## src/rtl/bus_pkg.sv

```systemverilog
// Shared definitions for the IO-class bus controller: defaults, FSM states
// and the register index of each IO peripheral.
package bus_pkg;

  localparam int unsigned NUM_DEV_DEFAULT    = 13;
  localparam int unsigned WAIT_WIDTH_DEFAULT = 4;
  localparam int unsigned TIMEOUT_DEFAULT    = 64;
  localparam logic [7:0]  IO_CLASS_DEFAULT   = 8'h0f;

  // Every device answers with zero minimum wait states unless overridden.
  localparam logic [NUM_DEV_DEFAULT*WAIT_WIDTH_DEFAULT-1:0] DEV_WAIT_DEFAULT = '0;

  // Register index field is address[7:2], so at most 64 devices.
  localparam int unsigned MAX_DEV = 64;
  localparam int unsigned IDX_W   = 6;

  typedef enum logic [1:0] {
    ST_IDLE = 2'd0,
    ST_WAIT = 2'd1,
    ST_DONE = 2'd2
  } bus_state_e;

  // Register index of each IO peripheral (address[7:2]).
  localparam int unsigned DEV_LED              = 0;
  localparam int unsigned DEV_PS2_STATUS       = 1;
  localparam int unsigned DEV_PS2_SCANCODE     = 2;
  localparam int unsigned DEV_TONEGEN_DURATION = 3;
  localparam int unsigned DEV_TONEGEN_PERIOD   = 4;
  localparam int unsigned DEV_I2C_CTRL         = 5;
  localparam int unsigned DEV_I2C_STATUS       = 6;
  localparam int unsigned DEV_I2C_TX           = 7;
  localparam int unsigned DEV_I2C_RX           = 8;
  localparam int unsigned DEV_UART_CTRL        = 9;
  localparam int unsigned DEV_UART_STATUS      = 10;
  localparam int unsigned DEV_UART_BAUD        = 11;
  localparam int unsigned DEV_UART_DATA        = 12;

endpackage

```

## src/rtl/io_read_mux.sv

```systemverilog
// Combinational NUM_DEV:1 read-data select. Indices at or above NUM_DEV
// return zero so the select never reads outside the packed bus.
module io_read_mux
  import bus_pkg::*;
#(
  parameter int unsigned NUM_DEV = NUM_DEV_DEFAULT
) (
  input  logic [IDX_W-1:0]      sel,
  input  logic [32*NUM_DEV-1:0] dev_data,
  output logic [31:0]           rd_data
);

  logic [31:0] word_tbl [MAX_DEV];

  // Unpack the device bus into a full 64-entry table, zero-padded.
  for (genvar gi = 0; gi < MAX_DEV; gi++) begin : g_word
    if (gi < NUM_DEV) begin : g_dev
      assign word_tbl[gi] = dev_data[32*gi +: 32];
    end else begin : g_pad
      assign word_tbl[gi] = '0;
    end
  end

  assign rd_data = word_tbl[sel];

endmodule

```

## src/rtl/io_bus_ctrl.sv

```systemverilog
// IO-class bus controller: decodes the register index into one-hot device
// selects, stretches each access by a per-device wait count plus the device
// ready handshake, returns registered read data with a one-cycle ack and
// flags unmapped registers or hung devices with bus_error.
module io_bus_ctrl
  import bus_pkg::*;
#(
  parameter int unsigned                    NUM_DEV    = NUM_DEV_DEFAULT,
  parameter logic [7:0]                     IO_CLASS   = IO_CLASS_DEFAULT,
  parameter int unsigned                    WAIT_WIDTH = WAIT_WIDTH_DEFAULT,
  parameter logic [NUM_DEV*WAIT_WIDTH-1:0]  DEV_WAIT   = DEV_WAIT_DEFAULT,
  parameter int unsigned                    TIMEOUT    = TIMEOUT_DEFAULT
) (
  input  logic                  clock,
  input  logic                  reset,
  input  logic [29:0]           address,
  input  logic                  req,
  input  logic                  write,
  input  logic [NUM_DEV-1:0]    dev_ready,
  input  logic [32*NUM_DEV-1:0] dev_data,
  output logic [NUM_DEV-1:0]    dev_cs,
  output logic                  dev_write,
  output logic                  busy,
  output logic                  ack,
  output logic [31:0]           data_in,
  output logic                  bus_error
);

  localparam int unsigned     TO_W        = (TIMEOUT > 1) ? $clog2(TIMEOUT) : 1;
  localparam logic [TO_W-1:0] TO_LAST     = TO_W'(TIMEOUT - 1);
  localparam logic [IDX_W:0]  NUM_DEV_EXT = (IDX_W+1)'(NUM_DEV);

  // address is the word address [31:2]: class is byte bits [31:24],
  // register index is byte bits [7:2]; the bits between are don't-care.
  logic [7:0]       req_class;
  logic [IDX_W-1:0] req_idx;
  logic             req_mapped;
  logic             addr_unused;

  assign req_class   = address[29:22];
  assign req_idx     = address[IDX_W-1:0];
  assign req_mapped  = ({1'b0, req_idx} < NUM_DEV_EXT);
  assign addr_unused = ^address[21:IDX_W];

  // Per-index views padded to 64 entries so any 6-bit index is in range.
  logic [MAX_DEV-1:0]    ready_ext;
  logic [WAIT_WIDTH-1:0] wait_tbl [MAX_DEV];
  logic [NUM_DEV-1:0]    req_onehot;

  for (genvar gi = 0; gi < MAX_DEV; gi++) begin : g_tbl
    if (gi < NUM_DEV) begin : g_dev
      assign ready_ext[gi] = dev_ready[gi];
      assign wait_tbl[gi]  = DEV_WAIT[gi*WAIT_WIDTH +: WAIT_WIDTH];
    end else begin : g_pad
      assign ready_ext[gi] = 1'b0;
      assign wait_tbl[gi]  = '0;
    end
  end

  for (genvar gi = 0; gi < NUM_DEV; gi++) begin : g_dec
    assign req_onehot[gi] = (req_idx == IDX_W'(gi));
  end

  bus_state_e            state_q, state_d;
  logic [IDX_W-1:0]      idx_q, idx_d;
  logic [NUM_DEV-1:0]    dev_cs_q, dev_cs_d;
  logic                  dev_write_q, dev_write_d;
  logic [WAIT_WIDTH-1:0] wait_cnt_q, wait_cnt_d;
  logic [TO_W-1:0]       to_cnt_q, to_cnt_d;
  logic                  busy_q, busy_d;
  logic                  ack_q, ack_d;
  logic                  bus_error_q, bus_error_d;
  logic [31:0]           data_in_q, data_in_d;
  logic [31:0]           mux_data;
  logic                  complete;

  io_read_mux #(
    .NUM_DEV (NUM_DEV)
  ) u_read_mux (
    .sel      (idx_q),
    .dev_data (dev_data),
    .rd_data  (mux_data)
  );

  // The selected device is finished once its wait states are used up and it
  // reports ready; this beats the timeout when both happen together.
  assign complete = (wait_cnt_q == '0) && ready_ext[idx_q];

  // Next-state and registered-output computation for the access FSM.
  always_comb begin
    state_d     = state_q;
    idx_d       = idx_q;
    dev_cs_d    = dev_cs_q;
    dev_write_d = dev_write_q;
    wait_cnt_d  = wait_cnt_q;
    to_cnt_d    = to_cnt_q;
    data_in_d   = data_in_q;
    ack_d       = 1'b0;
    bus_error_d = 1'b0;

    case (state_q)
      ST_IDLE: begin
        if (req && (req_class == IO_CLASS)) begin
          if (req_mapped) begin
            idx_d       = req_idx;
            dev_cs_d    = req_onehot;
            dev_write_d = write;
            wait_cnt_d  = wait_tbl[req_idx];
            to_cnt_d    = '0;
            state_d     = ST_WAIT;
          end else begin
            ack_d       = 1'b1;
            bus_error_d = 1'b1;
            data_in_d   = '0;
            state_d     = ST_DONE;
          end
        end
      end

      ST_WAIT: begin
        if (complete) begin
          ack_d       = 1'b1;
          data_in_d   = dev_write_q ? 32'h0 : mux_data;
          dev_cs_d    = '0;
          dev_write_d = 1'b0;
          state_d     = ST_DONE;
        end else begin
          if (wait_cnt_q != '0) begin
            wait_cnt_d = wait_cnt_q - WAIT_WIDTH'(1);
          end
          to_cnt_d = to_cnt_q + TO_W'(1);
          if (to_cnt_q == TO_LAST) begin
            ack_d       = 1'b1;
            bus_error_d = 1'b1;
            data_in_d   = '0;
            dev_cs_d    = '0;
            dev_write_d = 1'b0;
            state_d     = ST_DONE;
          end
        end
      end

      ST_DONE: begin
        state_d = ST_IDLE;
      end

      default: begin
        state_d = ST_IDLE;
      end
    endcase

    busy_d = (state_d != ST_IDLE);
  end

  // State and output registers with synchronous reset.
  always_ff @(posedge clock) begin
    if (reset) begin
      state_q     <= ST_IDLE;
      idx_q       <= '0;
      dev_cs_q    <= '0;
      dev_write_q <= 1'b0;
      wait_cnt_q  <= '0;
      to_cnt_q    <= '0;
      busy_q      <= 1'b0;
      ack_q       <= 1'b0;
      bus_error_q <= 1'b0;
      data_in_q   <= '0;
    end else begin
      state_q     <= state_d;
      idx_q       <= idx_d;
      dev_cs_q    <= dev_cs_d;
      dev_write_q <= dev_write_d;
      wait_cnt_q  <= wait_cnt_d;
      to_cnt_q    <= to_cnt_d;
      busy_q      <= busy_d;
      ack_q       <= ack_d;
      bus_error_q <= bus_error_d;
      data_in_q   <= data_in_d;
    end
  end

  assign dev_cs    = dev_cs_q;
  assign dev_write = dev_write_q;
  assign busy      = busy_q;
  assign ack       = ack_q;
  assign bus_error = bus_error_q;
  assign data_in   = data_in_q;

endmodule

```

## config.mk

```make
export PLATFORM = sky130hd
export DESIGN_NAME = io_bus_ctrl
export DESIGN_NICKNAME = d
export VERILOG_FILES = /design/src/rtl/bus_pkg.sv /design/src/rtl/io_read_mux.sv /design/src/rtl/io_bus_ctrl.sv
export SDC_FILE = /design/constraint.sdc
export NUM_CORES = 1
export LEC_CHECK = 0
export CAP_MARGIN = 10
export CORE_AREA = 2 2 201 203
export DETAILED_ROUTE_END_ITERATION = 10
export DIE_AREA = 0 0 203 205
export PLACE_DENSITY = 0.49
export SYNTH_ARGS = -nofsm -noshare
export SYNTH_HDL_FRONTEND = slang
export SYNTH_SLANG_ARGS = --single-unit
```

## constraint.sdc

```tcl
create_clock -name clock -period 2.6 [get_ports clock]
set_clock_uncertainty 0.05 [all_clocks]
set_input_delay 0.26 -clock clock [delete_from_list [all_inputs] [get_ports clock]]
set_output_delay 0.26 -clock clock [all_outputs]
set_load 0.1 [all_outputs]
```

Yosys cells after proc, flatten, opt, wreduce, memory -nomap -nowiden
Memory sizes are Yosys's and may differ from the RTL's.
Index checks and enable logic that the tools add are counted.
{"block": "op_classes", "addsub": 2, "mul": 0, "div_mod_pow": 0, "order_cmp": 4, "n_eq_ne": 21, "n_shift": 0, "muxes": 44, "bitwise": 2, "reduce_logical": 13}
{"operator": "$mux W32", "n": 7}
{"operator": "$bmux W32 S6", "n": 1}
{"operator": "$pmux W32 S2", "n": 1}
{"operator": "$mux W13", "n": 4}
{"operator": "$eq A6 B4 Y1 const B", "n": 5}
{"operator": "$pmux W13 S2", "n": 1}
{"operator": "$eq A6 B3 Y1 const B", "n": 4}
{"operator": "$mux W4", "n": 6}
{"operator": "$mux W6", "n": 3}
{"operator": "$ge A7 B7 Y1 const B", "n": 2}
{"operator": "$not A6 Y7", "n": 2}
{"operator": "$eq A6 B2 Y1 const B", "n": 2}
{"operator": "$pmux W6 S2", "n": 1}
{"operator": "$reduce_and A4 Y1", "n": 3}
{"operator": "$mux W1", "n": 10}
{"operator": "$ne A2 B2 Y1 const B", "n": 5}
{"operator": "$eq A8 B4 Y1 const B", "n": 1}
{"operator": "$mux W2", "n": 4}
{"operator": "$pmux W4 S2", "n": 1}
{"operator": "$lt A6 B7 Y1 const B", "n": 1}
{"operator": "$add A6 B1 Y6 const B", "n": 1}
{"operator": "$bmux W1 S6", "n": 1}
{"operator": "$eq A6 B1 Y1 const B", "n": 1}
{"operator": "$eq A6 B6 Y1 const B", "n": 1}
{"operator": "other kinds (14)", "n": 18}
{"block": "word_totals", "register_bits": 67, "latch_bits": 0, "mem_bits_rw": 0, "rom_bits": 256, "out_inout_bits": 49, "word_cells": 97, "mem_count": 1}
{"memory": "(name not given)", "words": 64, "width": 4, "rd": 1, "rd_ports_with_merged_regs": 0, "wr": 0, "line_no": "io_bus_ctrl.sv:108", "source": "wait_cnt_d = wait_tbl[req_idx];"}

Depth between registers and ports, before layout
{"block": "logic_depth", "word_depth": 7, "depth_mapped": 8}

By module
A second synthesis with hierarchy kept.
{"block": "hier_totals", "hier_cells": 638, "area_unflattened_um2": 6055.8}
{"module": "io_read_mux", "instances": 1, "cells_each": 379, "area_per_inst_um2": 3392.0, "seq_area_each_um2": 0.0}
{"module": "io_bus_ctrl", "instances": 1, "cells_each": 259, "area_per_inst_um2": 2663.8, "seq_area_each_um2": 1341.3}

Worst setup path before layout
Ideal clock, no wire load.
{"block": "synth_timing", "kind": "flip-flop to flip-flop", "start": "register idx_q[0]", "end": "register data_in_q[0], in the netlist data_in[0]", "setup_time_ps": 118, "arrival_time_ps": 2031, "path_slack_ps": 401, "path_stages_with_launch": 8, "period_less_slack_ps": 2199, "cell_sequence": "dfxtp_1 buf_4 buf_2 buf_2 mux4_2 a22oi_1 a21oi_1 a22o_1"}
{"block": "synth_between", "elab_chain_cells": 7, "word_cells_on_any_way": 12, "cone_classes": "eq/ne: 1; mux: 8; bitwise: 1; reduce/logical: 2"}
{"element": "start, declared", "line_no": "io_bus_ctrl.sv:65", "source": "logic [IDX_W-1:0] idx_q, idx_d;"}
{"element": "start signal, assigned", "line_no": "io_bus_ctrl.sv:170", "source": "idx_q <= idx_d;"}
{"element": "$not A6 Y7 (not written as such)", "line_no": "io_read_mux.sv:24", "source": "assign rd_data = word_tbl[sel];"}
{"element": "$bmux W32 S6", "line_no": "io_read_mux.sv:24"}
{"element": "$mux W32 (not written as such) (2 in a row)", "line_no": "io_read_mux.sv:24"}
{"element": "$mux W32", "line_no": "io_bus_ctrl.sv:123", "source": "data_in_d = dev_write_q ? 32'h0 : mux_data;"}
{"element": "$mux W32", "line_no": "io_bus_ctrl.sv:121", "source": "if (complete) begin"}
{"element": "$pmux W32 S2", "line_no": "io_bus_ctrl.sv:101", "source": "case (state_q)"}
{"element": "end signal, assigned", "line_no": "io_bus_ctrl.sv:178", "source": "data_in_q <= data_in_d;"}
{"element": "end, declared", "line_no": "io_bus_ctrl.sv:73", "source": "logic [31:0] data_in_q, data_in_d;"}
Parallel ways exist; a longest one is shown, timed or not. The select of a mux whose other input is x is not followed.
A chain may end at the register's enable or synchronous reset.

Worst setup path in the final report
{"block": "layout_timing", "start": "register idx_q[0]", "end": "register to_cnt_q[3]"}
{"block": "layout_between", "elab_chain_cells": 5}
{"element": "$bmux W1 S6", "line_no": "io_bus_ctrl.sv:87", "source": "assign complete = (wait_cnt_q == '0) && ready_ext[idx_q];"}
{"element": "$mux W1 (not written as such)", "line_no": "io_bus_ctrl.sv:87"}
{"element": "$logic_and A1 B1 Y1", "line_no": "io_bus_ctrl.sv:87"}
{"element": "$ne A2 B2 Y1 (no line)"}
{"element": "$reduce_and A4 Y1 (no line)"}
{"element": "end signal, assigned", "line_no": "io_bus_ctrl.sv:174", "source": "to_cnt_q <= to_cnt_d;"}
{"element": "end, declared", "line_no": "io_bus_ctrl.sv:69", "source": "logic [TO_W-1:0] to_cnt_q, to_cnt_d;"}
Every way passes these cells. The select of a mux whose other input is x is not followed.

==> run summary <==
### Synth
- 0.232 — Seq/Total Area, Yosys
- 0.392 — multiplexer area fraction after synthesis
- 11.2 um2 — synthesized area per cell
- 0 — proportion of register bits with asynchronous set or reset after synthesis
- 5770 um2 — post-synthesis instance area
- 982 — Net Count, Synth
- 0.00433 — Post-Synth Adder-Cell Area
- 517 — Syn Inst Count
- sky130_fd_sc_hd__dfxtp_1 — top flip-flop cell by instance count after synthesis
- 67 — post-synthesis register bit count
- 0.0993 — Simple-Gate Fraction of Synth Area
- 0 — EDFF count, synth
- 0 — synthesis warning total
- 0.220 — complex-gate fraction of the synthesized area
- multiplexers — dominant combinational cell family by area after synthesis
- 0.378 — area fraction of the dominant cell type after synthesis
- sky130_fd_sc_hd__mux4_2 — post-synth top area cell
- 0.00303 — XOR/XNOR share of the synthesized area
- 49 — distinct cell type count after synthesis
- sky130_fd_sc_hd__mux4_2, sky130_fd_sc_hd__dfxtp_1, sky130_fd_sc_hd__a22o_1, sky130_fd_sc_hd__a211oi_1, sky130_fd_sc_hd__a21oi_1 — Area contributors post-synth

### Power and ir drop
- 3.27 mW — overall power
- 278 nW/um2 — Power per Cell Area
- 0.261 mV — Peak supply drop
- 4.05 nW — P_leak

### Worst setup path
- mux4_1, nor2b_2, a211oi_4, o41ai_1, buf_4, or3_1, a21oi_1 — cell-by-cell trace of the critical path
- idx_q[0] — Critical Path Start
- idx_q[0] — r2r startpoint
- 7 — Worst Reg-to-Reg Cells
- 2820 ps — critical path required time
- 2660 ps — Arrival @ worst endpoint
- flop — critical path launch point type
- sky130_fd_sc_hd__mux4_1 — CP max stage cell
- flop — type of element capturing the critical path
- to_cnt_q[3] — worst setup path endpoint
- 160 ps — setup slack of the worst register-to-register path
- multiplexers — kind of cell adding the most delay to the critical path
- 11 — CP Max Fanout
- to_cnt_q[3] — capture point of the worst reg-to-reg path
- flop to flop — Worst Path Class, Setup
- 1 — worst path bufs/invs
- 620 ps — worst stage delay on the critical path
- 7 — cell count along the critical path

### STA
- 0 ps — Post-Route Setup TNS
- 2440 ps — post-layout minimum cycle time
- 508 ps — Worst Max-Slew Pin Slew
- false — unrepaired setup endpoints after global routing
- 0 — final hold violations
- 0.661 — headroom to the max-slew limit
- 0 — Finish-stage setup viols
- 410 MHz — maximum operating frequency
- 0 — Max Slew Vio Count
- 0.937 — fraction of the cycle the final worst path needs

### Finish
- 1350 um2 — total area of sequential cells
- 0.299 — final core utilization
- 4160 um2 — area of combinational cells with multiple inputs
- sky130_fd_sc_hd__clkdlybuf4s50_1, sky130_fd_sc_hd__mux4_2, sky130_fd_sc_hd__buf_4, sky130_fd_sc_hd__dfxtp_1, sky130_fd_sc_hd__a21oi_1 — commonest cells after routing, fill and taps aside
- 104% — Area growth, synth to finish
- 4093 — Fillers
- 1469 — number of nets at the end of the flow
- sky130_fd_sc_hd__clkdlybuf4s50_1 — most common cell after layout, fill and taps aside
- 0.213 — fraction of layout instances using a drive strength above 1

### Clock tree
- sky130_fd_sc_hd__clkbuf_16 — clock root buffer master
- 67 — TritonCTS sink count
- 0 — number of hold buffers added after cts
- 340 ps — Worst-Skew Late Latency
- yes — clock tree from TritonCTS
- 9 — TritonCTS Buffers
- 2 — deepest clock path buffer count
- 3 — H-tree depth
- 70 ps — clk slew on worst S/H paths

### Global routing
- 47700 um — wire length of the first global-routing pass
- 7161 — number of global-route vias before repair
- 0.155 — total routing resource utilization after global routing
- 67 — maximum number of pins on one net before global-route repair
- 0 — residual overflow from global routing
- 9 — antenna violations before repair

### Floorplan
- 41600 um2 — full die area
- 73 — count of standard-cell rows
- 512 — number of primary I/O pins
- 203 um — die boundary width
- 205 um — Die Y
- 39400 um2 — core footprint
- 0.147 — starting utilization of the core area

### Route
- 0 — number of nets with antenna violations after detailed routing
- 6 — total iterations of the first detailed-routing run
- 0 — DRC viols
- 4.31 — detail-routed via count per cell
- 399 — violation count after the first detailed-routing iteration
- 6646 — count of vias placed by the detailed router
- 21.7 um — average wire per standard cell
- 33500 um — Post-Route WL

### Worst hold path
- flop to flop — HP Class

### Run
- 0 — Max-Cap Viols

### Placement
- 495 — I/O Buffers
- 28300 um — detailed-placement wirelength estimate
- 0.793 — final weighted congestion in routability-driven placement

### Run status
- complete, no violations — result of the run

## flip-flops by register name, summed over array words and instances, names as in the netlist
name	cells
ack	1
bus_error	1
busy	1
data_in	32
dev_cs	13
dev_write	1
idx_q	6
state_q	2
to_cnt_q	6
wait_cnt_q	4
## report_power, final
part | leakage (nW) | internal, mW | switching, mW
clock network | 0.148 | 0.723 | 0.556
logic | 3.36 | 0.741 | 0.224
registers | 0.542 | 1.02 | 0.000164
total | 4.05 | 2.49 | 0.780
## worst reg2reg max path, delay by kind of cell (launching register included)
family	cells	cell delay, ps
buffers and inverters	1	180
multiplexers	1	620
flip-flops	1	440
AO/OA/AOI/OAI	3	560
AND/OR/NAND/NOR	2	540
## worst min path at each step
stage	slack, ps	cells past startpoint	start	end
5_1_grt	430	1	idx_q[5]	idx_q[5]
6_report	410	1	idx_q[4]	idx_q[4]
2_1_floorplan	300	1	address[3]	dev_cs[3]
3_5_place_dp	400	1	idx_q[5]	idx_q[5]
3_3_place_gp	400	1	idx_q[5]	idx_q[5]
4_1_cts	420	1	idx_q[4]	idx_q[4]
## cells by family after synthesis
group,count (synthesis)
AND/OR/NAND/NOR,102
multiplexers,103
adder cells (fa/ha/maj),2
AO/OA/AOI/OAI,178
flip-flops,67
buffers and inverters,63
XOR/XNOR,2
## stage by stage
| step | setup WS (ps) | instance area, um2 | hold slack [ps] | instances |
|---|---|---|---|---|
| floorplan | 401 | 5770 | 298 | 517 |
| detailed placement | -55.6 | 11400 | 401 | 1516 |
| finish | 163 | 11800 | 413 | 1543 |
| CTS | 52.2 | 11700 | 418 | 1532 |
| global route | 39.0 | 11800 | 430 | 1538 |
| global placement | -66.5 | 11400 | 398 | 1516 |
## metal layers
layer / vias up / track usage / share of wire
met5: - / 0 / 0
met4: 0 / 0.0388 / 0.012
met3: 19 / 0.0401 / 0.069
met2: 262 / 0.274 / 0.52
met1: 3230 / 0.187 / 0.40
li1: 3135 / - / -
## cells in the mapped netlist, types with 3 or more instances
library cell	n
sky130_fd_sc_hd__a211oi_1	33
sky130_fd_sc_hd__a21oi_1	48
sky130_fd_sc_hd__mux2i_1	5
sky130_fd_sc_hd__o21ai_0	12
sky130_fd_sc_hd__dfxtp_1	67
sky130_fd_sc_hd__and3_1	4
sky130_fd_sc_hd__buf_1	3
sky130_fd_sc_hd__and2_1	33
sky130_fd_sc_hd__a32o_1	6
sky130_fd_sc_hd__a22oi_1	32
sky130_fd_sc_hd__nand2_1	11
sky130_fd_sc_hd__inv_1	6
sky130_fd_sc_hd__nor3_1	7
sky130_fd_sc_hd__mux4_2	97
sky130_fd_sc_hd__buf_6	3
sky130_fd_sc_hd__nor2_1	21
sky130_fd_sc_hd__or3_1	6
sky130_fd_sc_hd__nand3_1	5
sky130_fd_sc_hd__clkbuf_1	33
sky130_fd_sc_hd__buf_2	16
sky130_fd_sc_hd__a22o_1	32
sky130_fd_sc_hd__o211ai_1	3
## timing repair
action                     4_1_cts  5_1_grt
setup buffers                    0        2
gates resized for setup          0        1
setup endpoints to repair        0       31
## layout make-up
cell class	count	share of cell area
Clock buffer	10	0.0213
Timing Repair Buffer	533	0.446
Multi-Input combinational cell	387	0.354
Antenna cell	9	0.00191
Clock inverter	6	0.00436
Inverter	6	0.00191
Sequential cell	67	0.115
Tap cell	525	0.0558
Power figures use the tool's default switching activity.
==> variant 1: new RTL, same settings <==
The package constant `TIMEOUT_DEFAULT` goes from 64 to 32.
--- a/src/rtl/bus_pkg.sv
+++ b/src/rtl/bus_pkg.sv
@@ -6,3 +6,3 @@
   localparam int unsigned WAIT_WIDTH_DEFAULT = 4;
-  localparam int unsigned TIMEOUT_DEFAULT    = 64;
+  localparam int unsigned TIMEOUT_DEFAULT    = 32;
   localparam logic [7:0]  IO_CLASS_DEFAULT   = 8'h0f;
Behaviour: no difference found for any inputs over 4 cycles, from zero or initial values and one cycle with reset high; that may be too few to reach the edited logic, so the function may still have changed.
==> variant 1 against the original RTL <==
Largest power group unchanged; hold slack lost 1.8 ps; sequential share of layout area shrank 0.37 points; maximum frequency grew 0.59%; synthesized area grew 4.6%; non-clock buffer count shrank 1; total power grew 0.16%; worst setup slack gained 14 ps; combinational power is essentially flat; via count grew 6.9%; design area grew 1.4%; wire length grew 14%; sequential cell count shrank 1.
==> variant 1: results (changes against the original RTL) <==
Status: finished clean
All-layer global routing usage: 17.7% (+2.1 points)
Max IR drop VDD: 0.000275 V (+5.4%)
Hold Crit Class: input port to flop
Worst-margin pin slew: 663 ps (+155 ps)
Final wirelength: 38100 µm (+14%)
Worst path arrival time: 2630 ps (-30 ps)
Area contributors post-synth: mux4_2, dfxtp_1, nand2b_1
Ys async rst share: 0% (unchanged)
IO buf count: 495 (unchanged)
Synth Area in XOR/XNOR: 0% (-0.30 points)
Multiplexer area fraction after synthesis: 37.7% (-1.4 points)
Compound-Gate Fraction of Synth Area: 17.1% (-4.9 points)
Sequential fraction of the synthesis area: 21.9% (-1.4 points)
Nets: 1519 (+3.4%)
Number of global-route vias before repair: 7489 (+4.6%)
Antenna violations before repair: 10 (+1)
Fin cells: 1588 (+2.9%)
Area share of fa/ha/maj cells after synthesis: 0.622% (+0.19 points)
Leak Pwr: 4.03 nW (-0.49%)
Wire length on met3: 3050 µm (+33%)
1st-pass router iterations: 4 (-2)
Hpwl dp: 31700 µm (+12%)
First-pass GRT wire length: 52500 µm (+10%)
Fillers: 4083 (-0.24%)
Max FO, Critical Path: 18 (+7)
H-tree depth: 3 (unchanged)
Num CTS Buffers: 9 (unchanged)
Max layer used: met5
Via density: 4.47 (+3.9%)
Clock transition at path regs: 60 ps
Syn Area/Cell: 10.6 µm² (-5.1%)
Worst skew pair latency: 340 ps (about the same)
Gpl congestion: 0.844 (+6.4%)
Largest net degree at the start of global routing: 55 (-18%)
Synth cell types: 62 (+27%)
Synth top cells by count: mux4_2, dfxtp_1, nand2b_1, nor2_1, o21ai_0
Clock Path Buffers: 2 (unchanged)
Routed length on met1: 14800 µm (+11%)
Root buf cell: clkbuf_16
Layout cell share with drive strength beyond 1: 21.6% (+0.24 points)
Yosys warnings: 0 (unchanged)
Met2 WL: 19500 µm (+11%)
Most used flip-flop cell after synthesis: dfxtp_1
Syn_nets: 1036 (+5.5%)
DRT iter0 DRCs: 279 (-30%)
Largest register FFs: 32 (unchanged)
Post-place setup slack: 172 ps (+228 ps)
==> variant 1: cell count changes after synthesis, sizes merged, moves of 8 or more <==
cell	before	now
a221oi	0	32
nand2b	2	47
o21ai	12	41
a22oi	32	2
a21oi	50	12
inv	6	14
nand3	5	33
a211oi	34	2
nor2	21	43
a22o	32	0
o22ai	0	32
nand4b	1	9
and2	34	3
==> variant 1: cell families (layout without fill, tap and decap cells) <==
group	Yosys count	after routing
buf+inv	74	562
other cells	0	5
mux	106	106
flops	66	66
simple gates	177	177
compound gates	144	144
fa+ha+maj	3	3
==> variant 1: where the power goes <==
part | switching [mW] | internal (mW) | leakage, nW
sequential | 0.000186 | 1.01 | 0.533
combinational | 0.240 | 0.727 | 3.34
clock | 0.537 | 0.759 | 0.152
==> variant 1: worst max-delay path, cell delays in order (launching register included) <==
cell and delay, ps:
dfxtp_1 330, inv_1 60, ha_1 180, or3b_1 390
or3_4 360, a221o_2 390, a21oi_4 240, buf_12 190
nor3b_1 170
==> variant 1: layer usage <==
layer / global-route usage [%] / vias up
met5: 0 / -
met4: 5.58 / 8
met3: 5.12 / 34
met2: 30.9 / 308
met1: 20.7 / 3471
li1: - / 3283
==> variant 1: cell type report <==
cell class	count	area, µm²	area share [%]
Timing Repair Buffer	532	5210	43.7
Multi-Input combinational cell	430	4360	36.6
Sequential cell	66	1330	11.1
Tap cell	525	657	5.51
Clock buffer	9	225	1.89
Clock inverter	7	80.1	0.671
Inverter	14	52.6	0.441
Antenna cell	5	12.5	0.105
==> variant 1: timing repair <==
| item | CTS | global route |
|---|---|---|
| endpoints found under the setup margin | 0 | 1 |
| hold buffers | 0 | 0 |
| setup buffers | 0 | 0 |
| resized for setup | 0 | 1 |
==> variant 1: final timing paths <==
kind / cells past startpoint / to / startpoint / slack [ps]
worst max-delay path: 8 / ack$_SDFF_PP0_ / wait_cnt_q[0]$_SDFFE_PP0P_ / 180
worst min-delay path: 5 / data_in[19]$_SDFFE_PP0P_ / reset / 410
worst max register to register: 8 / ack$_SDFF_PP0_ / wait_cnt_q[0]$_SDFFE_PP0P_ / 180
worst min register to register: 1 / idx_q[5]$_SDFFE_PP0P_ / idx_q[5]$_SDFFE_PP0P_ / 410
==> variant 1: per-stage QoR <==
step / instance area (µm²) / utilization, %
6_report: 11900 / 30.3
3_3_place_gp: 11600 / 29.5
5_1_grt: 11900 / 30.3
4_1_cts: 11900 / 30.3
3_5_place_dp: 11600 / 29.5
2_1_floorplan: 6040 / -
==> variant 2: new RTL, same settings <==
Without the edit above. Re-encode `bus_state_e` (3 states) as one-hot, 3 bits wide.
--- a/src/rtl/bus_pkg.sv
+++ b/src/rtl/bus_pkg.sv
@@ -16,6 +16,6 @@
 
-  typedef enum logic [1:0] {
-    ST_IDLE = 2'd0,
-    ST_WAIT = 2'd1,
-    ST_DONE = 2'd2
+  typedef enum logic [2:0] {
+    ST_IDLE = 3'b001,
+    ST_WAIT = 3'b010,
+    ST_DONE = 3'b100
   } bus_state_e;
Formal check against the unedited RTL: same outputs for any inputs over 4 cycles, from zero or initial values and one cycle with reset high; so few cycles prove little.
==> variant 2 against the original RTL <==
Maximum frequency shrank 1.7%; design area is 1.6% higher; wire length rose by 5.2%; synthesized area rose by 3.3%; die area stayed put; worst setup slack got worse by 43 ps; total power grew 4.1%; sequential cell count is 1 higher; combinational power increased by 2.7%; critical path type unchanged.
==> variant 2: results (changes against the original RTL) <==
Max FO, Critical Path: 23 (+12)
Invs w/o clock: 7 (+1)
All-layer global routing usage: 16.3% (+0.81 points)
Rel. slew slack: 34.1% (-32 points)
Worst r2r dst: dev_cs[1]$_SDFFE_PP0P_
CTS sink count: 68 (+1.5%)
Status: finished clean
Max stage delay on crit path: 540 ps (-80 ps)
Multiplexer area fraction after synthesis: 37.7% (-1.5 points)
Largest net degree at the start of global routing: 53 (-21%)
Post-DP Area: 0.0116 mm² (+1.7%)
Post-place setup slack: 34.1 ps (+89.7 ps)
Clk tree area frac: 2.65% (+0.085 points)
Endpoint with the worst hold slack: idx_q[5]$_SDFFE_PP0P_
Hold Slack: 419 ps (+6.05 ps)
Routed WL per cell: 22.6 µm (+4.0%)
Layout cell share with drive strength beyond 1: 21.3% (about the same)
Vias: 6868 (+3.3%)
Antenna violations before repair: 4 (-5)
Non-clock buffer share: 44.0% (-0.54 points)
Hpwl dp: 29300 µm (+3.5%)
First-pass GRT wire length: 50000 µm (+5.0%)
CP max-delay cell: mux4_2
HP Start: idx_q[5]$_SDFFE_PP0P_
Int Pwr: 2.63 mW (+5.8%)
[variant 2: worst max path at each step]
stage                                     from                        to  slack [ps]
finish                   idx_q[0]$_SDFFE_PP0P_    dev_cs[1]$_SDFFE_PP0P_         120
global placement         idx_q[0]$_SDFFE_PP0P_  data_in[23]$_SDFFE_PP0P_           5
detailed placement                dev_ready[4]  data_in[25]$_SDFFE_PP0P_          30
CTS                      idx_q[0]$_SDFFE_PP0P_  data_in[23]$_SDFFE_PP0P_          30
global route             idx_q[0]$_SDFFE_PP0P_    dev_cs[2]$_SDFFE_PP0P_          20
floorplan           wait_cnt_q[0]$_SDFFE_PP0P_  data_in[10]$_SDFFE_PP0P_         320
[variant 2: what timing repair did]
action,4_1_cts,5_1_grt
buffers inserted,0,0
endpoints found under the setup margin,0,32
gates resized for setup,0,2
[variant 2: metal layers]
metal	track usage, %	vias to the layer above
li1	-	3204
met5	0	-
met2	28.4	295
met3	4.14	28
met1	20.3	3337
met4	3.44	4
